## config.mk

```make
export PLATFORM = sky130hd
export DESIGN_NAME = dpll_loop_ctrl
export DESIGN_NICKNAME = d
export VERILOG_FILES = /design/src/rtl/dpll_pkg.sv /design/src/rtl/dpll_err_window.sv /design/src/rtl/dpll_loop_ctrl.sv
export SDC_FILE = /design/constraint.sdc
export NUM_CORES = 1
export LEC_CHECK = 0
export CAP_MARGIN = 25
export CORE_MARGIN = 2
export CORE_UTILIZATION = 45
export CTS_BUF_LIST = sky130_fd_sc_hd__clkbuf_8
export DETAILED_ROUTE_END_ITERATION = 12
export SLEW_MARGIN = 20
export SYNTH_ARGS = -nofsm -noshare
export SYNTH_HDL_FRONTEND = slang
export SYNTH_SLANG_ARGS = --single-unit
```

## constraint.sdc

```tcl
create_clock -name master -period 4.1 [get_ports master]
set_clock_uncertainty 0.1 [all_clocks]
set_input_delay 0.41 -clock master [delete_from_list [all_inputs] [get_ports master]]
set_output_delay 0.41 -clock master [all_outputs]
set_load 0.05 [all_outputs]
```

## src/rtl/dpll_pkg.sv

```systemverilog
// Shared definitions for the DPLL loop controller: FSM state codes and the
// unsigned width-clamp helper used on the DCO tuning word.
package dpll_pkg;

    typedef enum logic [1:0] {
        StIdle    = 2'd0,
        StAcquire = 2'd1,
        StTrack   = 2'd2,
        StLocked  = 2'd3
    } dpll_state_e;

    // Clamp a signed value into the unsigned range [0, 2^width-1].
    function automatic logic signed [31:0] clamp_uwidth(input logic signed [31:0] val,
                                                        input int unsigned        width);
        logic signed [31:0] max_val;
        max_val = (32'sd1 <<< width) - 32'sd1;
        if (val < 32'sd0) begin
            return 32'sd0;
        end else if (val > max_val) begin
            return max_val;
        end
        return val;
    endfunction

endpackage

```

## src/rtl/dpll_err_window.sv

```systemverilog
// Update-window counter and signed phase-error accumulator for the DPLL loop.
// err_o includes the current cycle's detector contribution, so at win_end_o it
// is the complete window error.
module dpll_err_window #(
    parameter int unsigned W_ERR   = 8,
    parameter int unsigned WIN_LEN = 16
) (
    input  logic                    clk_i,
    input  logic                    rst_i,
    input  logic                    run_i,
    input  logic                    up_i,
    input  logic                    dn_i,
    output logic                    win_end_o,
    output logic signed [W_ERR-1:0] err_o
);

    localparam int unsigned W_CNT = (WIN_LEN > 1) ? $clog2(WIN_LEN) : 1;

    logic [W_CNT-1:0]        cnt_q, cnt_d;
    logic signed [W_ERR-1:0] err_q, err_d, err_sum;

    // Error including this cycle, window-end detect and next counter/accumulator state.
    always_comb begin
        err_sum = err_q;
        if (up_i && !dn_i) begin
            err_sum = err_q + W_ERR'(1);
        end else if (dn_i && !up_i) begin
            err_sum = err_q - W_ERR'(1);
        end

        win_end_o = run_i && (cnt_q == W_CNT'(WIN_LEN - 1));
        err_o     = err_sum;

        if (!run_i || win_end_o) begin
            cnt_d = '0;
            err_d = '0;
        end else begin
            cnt_d = cnt_q + W_CNT'(1);
            err_d = err_sum;
        end
    end

    // Counter and accumulator registers, synchronous reset.
    always_ff @(posedge clk_i) begin
        if (rst_i) begin
            cnt_q <= '0;
            err_q <= '0;
        end else begin
            cnt_q <= cnt_d;
            err_q <= err_d;
        end
    end

endmodule

```

## src/rtl/dpll_loop_ctrl.sv

```systemverilog
// DPLL loop controller: integrates detector up/dn over fixed windows, applies a
// state-dependent gain shift to the window error, updates the clamped DCO
// tuning word and sequences IDLE -> ACQUIRE -> TRACK -> LOCKED.
// Optional macro DPLL_HOLDOVER_EN adds a 'hold' input that freezes the loop
// in TRACK/LOCKED while windows keep being measured.
module dpll_loop_ctrl
    import dpll_pkg::*;
#(
    parameter int unsigned       W_CTRL    = 12,
    parameter int unsigned       W_ERR     = 8,
    parameter int unsigned       WIN_LEN   = 16,
    parameter logic [W_CTRL-1:0] CTRL_INIT = 12'h800,
    parameter int unsigned       ACQ_SHIFT = 0,
    parameter int unsigned       TRK_SHIFT = 2,
    parameter int unsigned       LOCK_TOL  = 1,
    parameter int unsigned       LOCK_WINS = 4
) (
    input  logic              master,
    input  logic              rst,
    input  logic              en,
    input  logic              up,
    input  logic              dn,
`ifdef DPLL_HOLDOVER_EN
    input  logic              hold,
`endif
    output logic [W_CTRL-1:0] dco_word,
    output logic              upd,
    output logic              locked,
    output logic [1:0]        state,
    output logic              fault
);

    localparam int unsigned ACQ_WINS = 2;
    localparam int unsigned Q_MAX    = (LOCK_WINS > ACQ_WINS) ? LOCK_WINS : ACQ_WINS;
    localparam int unsigned W_Q      = $clog2(Q_MAX + 1);

    dpll_state_e        state_q, state_d;
    logic [W_CTRL-1:0]  dco_q, dco_d;
    logic [W_Q-1:0]     quiet_q, quiet_d;
    logic               fault_q, fault_d;
    logic               upd_q, upd_d;
    logic               locked_q, locked_d;

    logic                    run;
    logic                    win_end;
    logic signed [W_ERR-1:0] err_fin;
    logic signed [W_ERR-1:0] delta;
    logic [W_ERR-1:0]        abs_err;
    logic                    quiet;
    logic signed [31:0]      sum_ext;
    logic signed [31:0]      clamped;
    logic                    sat;
    logic                    hold_eff;
    logic                    freeze;

`ifdef DPLL_HOLDOVER_EN
    assign hold_eff = hold;
`else
    assign hold_eff = 1'b0;
`endif

    assign run = en && (state_q != StIdle);

    dpll_err_window #(
        .W_ERR   (W_ERR),
        .WIN_LEN (WIN_LEN)
    ) u_err_window (
        .clk_i     (master),
        .rst_i     (rst),
        .run_i     (run),
        .up_i      (up),
        .dn_i      (dn),
        .win_end_o (win_end),
        .err_o     (err_fin)
    );

    // Gain shift, magnitude, quiet test and saturating tuning-word sum.
    always_comb begin
        freeze  = hold_eff && ((state_q == StTrack) || (state_q == StLocked));
        delta   = (state_q == StAcquire) ? (err_fin >>> ACQ_SHIFT) : (err_fin >>> TRK_SHIFT);
        abs_err = err_fin[W_ERR-1] ? W_ERR'(-err_fin) : W_ERR'(err_fin);
        quiet   = (abs_err <= W_ERR'(LOCK_TOL));
        sum_ext = signed'({{(32 - W_CTRL){1'b0}}, dco_q})
                + signed'({{(32 - W_ERR){delta[W_ERR-1]}}, delta});
        clamped = clamp_uwidth(sum_ext, W_CTRL);
        sat     = (clamped != sum_ext);
    end

    // Next-state logic for the FSM and all registered outputs.
    always_comb begin
        state_d  = state_q;
        dco_d    = dco_q;
        quiet_d  = quiet_q;
        fault_d  = fault_q;
        locked_d = locked_q;
        upd_d    = 1'b0;

        if (state_q == StIdle) begin
            if (en) begin
                state_d = StAcquire;
            end
        end else if (!en) begin
            // Abandon the partial window and return to the power-on tuning word.
            state_d  = StIdle;
            dco_d    = CTRL_INIT;
            quiet_d  = '0;
            fault_d  = 1'b0;
            locked_d = 1'b0;
        end else if (win_end && !freeze) begin
            upd_d = 1'b1;
            dco_d = clamped[W_CTRL-1:0];
            if (sat) begin
                fault_d = 1'b1;
            end
            unique case (state_q)
                StAcquire: begin
                    if (!quiet) begin
                        quiet_d = '0;
                    end else if (int'(quiet_q) + 1 >= int'(ACQ_WINS)) begin
                        state_d = StTrack;
                        quiet_d = '0;
                    end else begin
                        quiet_d = quiet_q + W_Q'(1);
                    end
                end
                StTrack: begin
                    if (!quiet) begin
                        quiet_d = '0;
                    end else if (int'(quiet_q) + 1 >= int'(LOCK_WINS)) begin
                        state_d  = StLocked;
                        locked_d = 1'b1;
                        quiet_d  = '0;
                    end else begin
                        quiet_d = quiet_q + W_Q'(1);
                    end
                end
                StLocked: begin
                    if (abs_err >= W_ERR'(WIN_LEN / 2)) begin
                        state_d  = StAcquire;
                        locked_d = 1'b0;
                        quiet_d  = '0;
                    end else if (abs_err > W_ERR'(4 * LOCK_TOL)) begin
                        state_d  = StTrack;
                        locked_d = 1'b0;
                        quiet_d  = '0;
                    end
                end
                default: ;
            endcase
        end
    end

    // State and output registers, synchronous active-high reset.
    always_ff @(posedge master) begin
        if (rst) begin
            state_q  <= StIdle;
            dco_q    <= CTRL_INIT;
            quiet_q  <= '0;
            fault_q  <= 1'b0;
            upd_q    <= 1'b0;
            locked_q <= 1'b0;
        end else begin
            state_q  <= state_d;
            dco_q    <= dco_d;
            quiet_q  <= quiet_d;
            fault_q  <= fault_d;
            upd_q    <= upd_d;
            locked_q <= locked_d;
        end
    end

    assign dco_word = dco_q;
    assign upd      = upd_q;
    assign locked   = locked_q;
    assign state    = state_q;
    assign fault    = fault_q;

endmodule

```

; Word level (Yosys, flattened, before mapping)
; Cells that the tools add are included.
[word_totals]
memories = 0
output_inout_bits = 17
latch_bits = 0
in_bits = 5
reg_bits = 32
romBits = 0
mem_bits_rw = 0
elab_cells = 103
[op_classes]
bitwise = 2
div = 0
n_reduce_logical = 17
mul = 0
shift = 0
n_mux = 42
magnitude_cmp = 7
addsub = 7
eq_ne = 20
[ops]
columns = op, count
row1 = 32-bit two-way mux, 3
row2 = 32-bit by 3-bit greater-or-equal comparator with 1-bit output (second input constant), 1
row3 = 32-bit by 14-bit inequality test with 1-bit output, 1
row4 = 12-bit two-way mux, 2
row5 = 3-bit two-way mux, 8
row6 = 8-bit two-way mux, 3
row7 = 2-bit two-way mux, 10
row8 = 13-bit by 8-bit adder with 14-bit output, 1
row9 = 14-bit by 13-bit greater-than comparator with 1-bit output (second input constant), 1
row10 = 14-bit by 1-bit less-than comparator with 1-bit output (second input constant), 1
row11 = 1-bit two-way mux, 12
row12 = 4-bit by 2-bit inequality test with 1-bit output (second input constant), 3
row13 = 3-bit one-hot mux with 3 select lines, 1
row14 = 8-bit by 2-bit adder with 8-bit output (second input constant), 1
row15 = 8-bit by 4-bit greater-or-equal comparator with 1-bit output (second input constant), 1
row16 = 8-bit by 3-bit greater-than comparator with 1-bit output (second input constant), 1
row17 = 8-bit by 1-bit <= comparator with 1-bit output (second input constant), 1
row18 = 4-bit by 3-bit inequality test with 1-bit output (second input constant), 2
row19 = 8-bit negation, 1
row20 = 8-bit AND reduction, 1
row21 = 8-bit by 2-bit subtractor with 8-bit output (second input constant), 1
row22 = 7-bit two-way mux, 1
row23 = 3-bit by 1-bit inequality test with 1-bit output (second input constant), 2
row24 = 2-bit one-hot mux with 3 select lines, 1
row25 = 27 further kinds, 35

; Logic depth before layout (Yosys ltp)
[depth]
word_depth = 14
depth_mapped = 19
ltp_nobuf = 18

; By module
; Synthesis repeated with hierarchy kept, for this count alone.
[hier_totals]
hier_cells = 325
area_unflattened_um2 = 2610.0
[by_module_without_submodules]
columns = module, cells_each, instances, seq_area_each_um2, area_per_inst_um2
row1 = dpll_loop_ctrl, 251, 1, 400.4, 1934.4
row2 = dpll_err_window, 74, 1, 240.2, 675.6

; Worst setup path after synthesis
; No wires, ideal clock.
[synth_timing]
kind = flip-flop to flip-flop
startpoint = reg state_q[0], in the netlist state[0]
endpoint = reg dco_q[10], in the netlist dco_word[10]
stages_incl_launch_ff = 17
arrival_time_ns = 3.504
setup_time_ns = 0.074
path_buffers = 2
setup_slack_ns = 0.422
t_required_ns = 3.926
cell_sequence = dfxtp_1 > ha_1 > clkbuf_1 > mux2i_1 > ha_1 > inv_1 > fa_1 > nor2b_1 > o21a_1 > o21ai_0 > a21oi_1 > o21ai_0 > nand3b_1 > xor2_1 > clkbuf_1 > nor2_1 > o21ai_0
[synth_between]
elab_chain_len = 9
elab_cells_between_ends = 18
[synth_lines]
columns = element, line
row1 = start: declaration, dpll_loop_ctrl.sv:37  ; dpll_state_e state_q, state_d;
row2 = start signal: assignment, dpll_loop_ctrl.sv:156  ; state_q <= StIdle;
row3 = start signal: assignment, dpll_loop_ctrl.sv:163  ; state_q <= state_d;
row4 = 2-bit by 1-bit == test with 1-bit output, dpll_loop_ctrl.sv:80  ; delta = (state_q == StAcquire) ? (err_fin >>> ACQ_SHIFT) : (err_fin >>> TRK_SHIFT);
row5 = 7-bit two-way mux, dpll_loop_ctrl.sv:80
row6 = 13-bit by 8-bit adder with 14-bit output, dpll_loop_ctrl.sv:84  ; + signed'({{(32 - W_ERR){delta[W_ERR-1]}}, delta});
row7 = 14-bit by 13-bit greater-than comparator with 1-bit output, dpll_pkg.sv:19  ; end else if (val > max_val) begin
row8 = 1-bit two-way mux, dpll_pkg.sv:19
row9 = 1-bit two-way mux, dpll_pkg.sv:17  ; if (val < 32'sd0) begin
row10 = 32-bit two-way mux, dpll_pkg.sv:22  ; return val;
row11 = 12-bit two-way mux, dpll_loop_ctrl.sv:109  ; end else if (win_end && !freeze) begin
row12 = 12-bit two-way mux, dpll_loop_ctrl.sv:102  ; end else if (!en) begin
row13 = end signal: assignment, dpll_loop_ctrl.sv:164  ; dco_q <= dco_d;
row14 = end: declaration, dpll_loop_ctrl.sv:38  ; logic [W_CTRL-1:0] dco_q, dco_d;
; Parallel ways exist; a longest one is shown, timed or not. The select of a mux whose other input is x is not followed.
; A chain may end at the register's enable or synchronous reset.

; Final worst setup path
[layout_timing]
startpoint = in dn
endpoint = reg dco_q[2], in the netlist dco_word[2]
[layout_between]
elab_chain_len = 11
elab_cells_between_ends = 15
[layout_lines]
columns = element, line
row1 = start: declaration, dpll_loop_ctrl.sv:22  ; input logic dn,
row2 = 1-bit logical AND or 1-bit zero test (tied branches), "dpll_err_window.sv:27, dpll_err_window.sv:25"
row3 = 8-bit two-way mux or 1-bit logical AND (tied branches), "dpll_err_window.sv:27, dpll_err_window.sv:25"
row4 = 8-bit two-way mux (*), dpll_err_window.sv:25  ; if (up_i && !dn_i) begin
row5 = 7-bit two-way mux, dpll_loop_ctrl.sv:80
row6 = 13-bit by 8-bit adder with 14-bit output (*), dpll_loop_ctrl.sv:84
row7 = 14-bit by 13-bit greater-than comparator with 1-bit output, dpll_pkg.sv:19
row8 = 1-bit two-way mux, dpll_pkg.sv:19
row9 = 1-bit two-way mux, dpll_pkg.sv:17
row10 = 32-bit two-way mux (*), dpll_pkg.sv:22
row11 = 12-bit two-way mux (*), dpll_loop_ctrl.sv:109
row12 = 12-bit two-way mux (*), dpll_loop_ctrl.sv:102
; Mark *: on every way between the ends. The rest lies on a longest branch, timed or not. The select of a mux whose other input is x is not followed.

==> impl_metrics.py <==
metrics = {
    "run_status": {
        "status": "finished, final reports clean",
    },
    "setup_path": {
        "crit_slowest_cell": "clkdlybuf4s50_1",
        "required_ns": 4.21,
        "crit_type": "input port to flop",
        "critPathTopFamily": "buffers and inverters",
        "crit_path_start_kind": "input port",
        "cp.arrival_ns": 3.93,
        "critPathMaxStageDelay_ns": 0.55,
        "endpoint_kind": "flop",
        "cp_cell_sequence": "clkdlybuf4s50_1 -> nor2b_1 -> buf_4 -> a21o_1 -> xnor2_2 -> mux2i_1 -> ha_1 -> inv_1 -> fa_1 -> nor2b_1 -> o21a_1 -> o21ai_0 -> a21oi_1 -> o21ai_0 -> nand3b_1 -> xor2_1 -> buf_4 -> nor2_1 -> o21ai_0",
        "cpMostUsedCell": "o21ai_0",
        "worst-path-buf-inv": 4,
        "path_max_fanout": 11,
    },
    "power_and_ir_drop": {
        "comb_power_share_pct": 52.1,
        "powerDensity_mw_per_mm2": 392,
        "power.internal_w": 0.000702,
        "max-vdd-ir-drop_uv": 204,
        "power_frac_seq_pct": 28.9,
        "swShare_pct": 42.4,
        "p_leak_nw": 1.32,
        "p_sw_w": 0.000517,
        "clockPowerShare_pct": 19.0,
        "power.total_w": 0.00122,
    },
    "die": {
        "start_util_pct": 47.2,
        "io_pins": 22,
        "die_area_sq_mm": 0.00647,
        "dieHeight_um": 80.4,
        "core_area_sq_mm": 0.00557,
        "die_w_um": 80.4,
        "core.rowCount": 27,
    },
    "sta": {
        "fin_hold_ws_ns": 0.354,
        "hold_violations": 0,
        "slew_violations": 0,
        "setup_slack_ns": 0.286,
        "fin_crit_sh_pct": 93.0,
        "rsz0062_at_grt": "false",
        "max_freq_ghz": 0.262,
        "relSlewSlack_pct": 51.6,
        "setup_viol": 0,
        "worst_pin_slew_ns": 0.723,
        "post-route-min-period_ns": 3.81,
    },
    "place": {
        "routabilityCongestion": 0.860,
        "place_area_sq_mm": 0.00303,
        "dp.cells": 429,
        "port_buffers": 21,
        "pre_cts_ws_ns": -0.116,
        "post-dp-hpwl_um": 4630,
    },
    "synthesis": {
        "synth_top_cell_by_area": "dfxtp_1",
        "postSynthAreaPerCell_sq_um": 8.01,
        "synth_cell_type_count": 57,
        "syn-cell-area_sq_mm": 0.00263,
        "synth.most_common_cell": "nor2_1",
        "synth-main-ff-cell": "dfxtp_1",
        "synth_nets": 361,
        "netlist.area_leader.share_pct": 24.4,
        "ys_async_sr_fraction_pct": 0,
        "synth_area_leaders": "dfxtp_1 24%, ha_1 13%, nor2_1 6.7%",
        "synth_edf_count": 0,
        "ys_top_cells_by_count": "47 x nor2_1, 32 x dfxtp_1, 30 x nand2_1, 27 x ha_1, 19 x o21ai_0",
        "yosysSeqAreaShare_pct": 24.4,
        "postSynthCellCount": 328,
        "synth_warnings": 0,
        "ys_ff_latch": 32,
    },
    "routing": {
        "drc": 0,
        "dr.pass1.iters": 4,
        "vias_per_cell": 5.45,
        "totalWireLength_um": 6050,
        "ant_nets": 0,
        "num_vias": 2375,
        "drtIter0Drc": 113,
        "post_drt_wl_per_cell_um": 13.9,
    },
    "clock_network": {
        "cts_setup_buffers": 0,
        "holdBufCountCts": 0,
        "ctsRootBufferMaster": "clkbuf_8",
        "cts.path.max_buffers": 2,
        "htreeDepth": 2,
        "clkLatencyLatePin_ns": 0.29,
        "cts_sinks": 32,
        "tritoncts": "done",
        "cts_buffers": 5,
        "path_clk_slew_ns": 0.07,
    },
    "grt": {
        "grt_use_met3_pct": 4.16,
        "antenna_found_initial": 0,
        "grt_pass1_wl_um": 10300,
        "globalRouteTotalUtil_pct": 20.3,
        "gr-total-overflow": 0,
        "grt_start_max_net_pins": 20,
        "grt_use_met2_pct": 32.1,
        "grt_pass1_vias": 2219,
        "global_route.usage.met1_pct": 27.4,
        "grt-busiest-layer": "met2",
    },
    "layout": {
        "fin_cells": 436,
        "antenna_cells": 0,
        "num-nets-final": 397,
        "final_area_sq_mm": 0.00311,
        "final_layout_size_suffix_gt1_share_pct": 11.0,
        "area_delta_synth_final_pct": 18.2,
        "nFillCells": 551,
    },
    "run": {
        "maxCapViolations": 0,
    },
    "hold_path": {
        "hold_class": "flop to flop",
    },
}
[cell families after synthesis]
family | after synthesis | share of synthesized area [%]
compound gates | 79 | 20.7
xor+xnor | 26 | 9.52
fa+ha+maj | 28 | 13.6
buf+inv | 26 | 3.86
flops | 32 | 24.4
mux | 8 | 3.19
simple gates | 129 | 24.8
[worst reg2reg max path, cell delays in order, from the launching register on]
cell and delay (ns):
dfxtp_1 0.33, inv_1 0.06, ha_1 0.19, and3b_1 0.22
a21o_1 0.20, xnor2_2 0.14, mux2i_1 0.25, ha_1 0.23
inv_1 0.05, fa_1 0.40, nor2b_1 0.13, o21a_1 0.13
o21ai_0 0.11, a21oi_1 0.20, o21ai_0 0.14, nand3b_1 0.11
xor2_1 0.20, buf_4 0.21, nor2_1 0.07, o21ai_0 0.14
[layout by cell type, fill, tap and decap left out, types with 8 or more instances in the layout]
cell type,synthesis,routed
dfxtp_1,32,32
ha_1,27,27
nand2_1,30,29
inv_1,15,16
clkdlybuf4s50_1,0,21
a21o_1,8,8
a21oi_1,15,15
nor2_1,47,47
xor2_1,9,9
buf_4,0,19
o21ai_0,19,18
xnor2_1,14,14
[through the flow]
stage | utilization [%] | setup TNS, ns
2_1_floorplan | - | 0
5_1_grt | 55.7 | 0
3_3_place_gp | 54.3 | 0
3_5_place_dp | 54.3 | -1.11
4_1_cts | 55.7 | 0
6_report | 55.7 | 0
[flip-flops by register name, indices dropped and copies added, names as in the netlist]
name / count
upd: 1
fault: 1
quiet_q: 3
locked: 1
u_err_window.err_q: 8
u_err_window.cnt_q: 4
dco_word: 12
state: 2
[cell type report]
class | instances | area [sq um] | area share (%)
tap | 72 | 90.1 | 2.90
clock buffer | 5 | 68.8 | 2.22
clock inverter | 2 | 8.76 | 0.282
inverter | 15 | 56.3 | 1.81
timing repair buffer | 40 | 353 | 11.4
multi-input combinational | 270 | 1890 | 60.8
sequential | 32 | 641 | 20.6
[power by group through the flow]
stage	combinational (W)	sequential [W]	clock, W
CTS	0.000633	0.000353	0.000242
global route	0.000704	0.000355	0.000256
finish	0.000635	0.000352	0.000232
detailed placement	0.000628	0.000360	0
floorplan	0.000433	0.000390	0
global placement	0.000628	0.000359	0
[per-layer routing]
| layer | vias to the layer above | share of wire [%] |
|---|---|---|
| li1 | 1225 | - |
| met1 | 1090 | 50 |
| met2 | 47 | 44 |
| met3 | 13 | 3.9 |
| met4 | 0 | 2.1 |
| met5 | - | 0 |
[timing repair]
item,4_1_cts,5_1_grt
gates resized for setup,0,2
endpoints found under the setup margin,0,11
endpoints found under the hold margin,0,0
[final timing paths]
kind	from	end	slack, ns	cells after the start
min reg2reg	u_err_window.cnt_q[0]	u_err_window.cnt_q[0]	0.35	1
min	u_err_window.cnt_q[0]	u_err_window.cnt_q[0]	0.35	1
max	dn	dco_word[2]	0.29	19
max reg2reg	u_err_window.err_q[0]	dco_word[2]	0.41	19
Power figures use the tool's default switching activity.
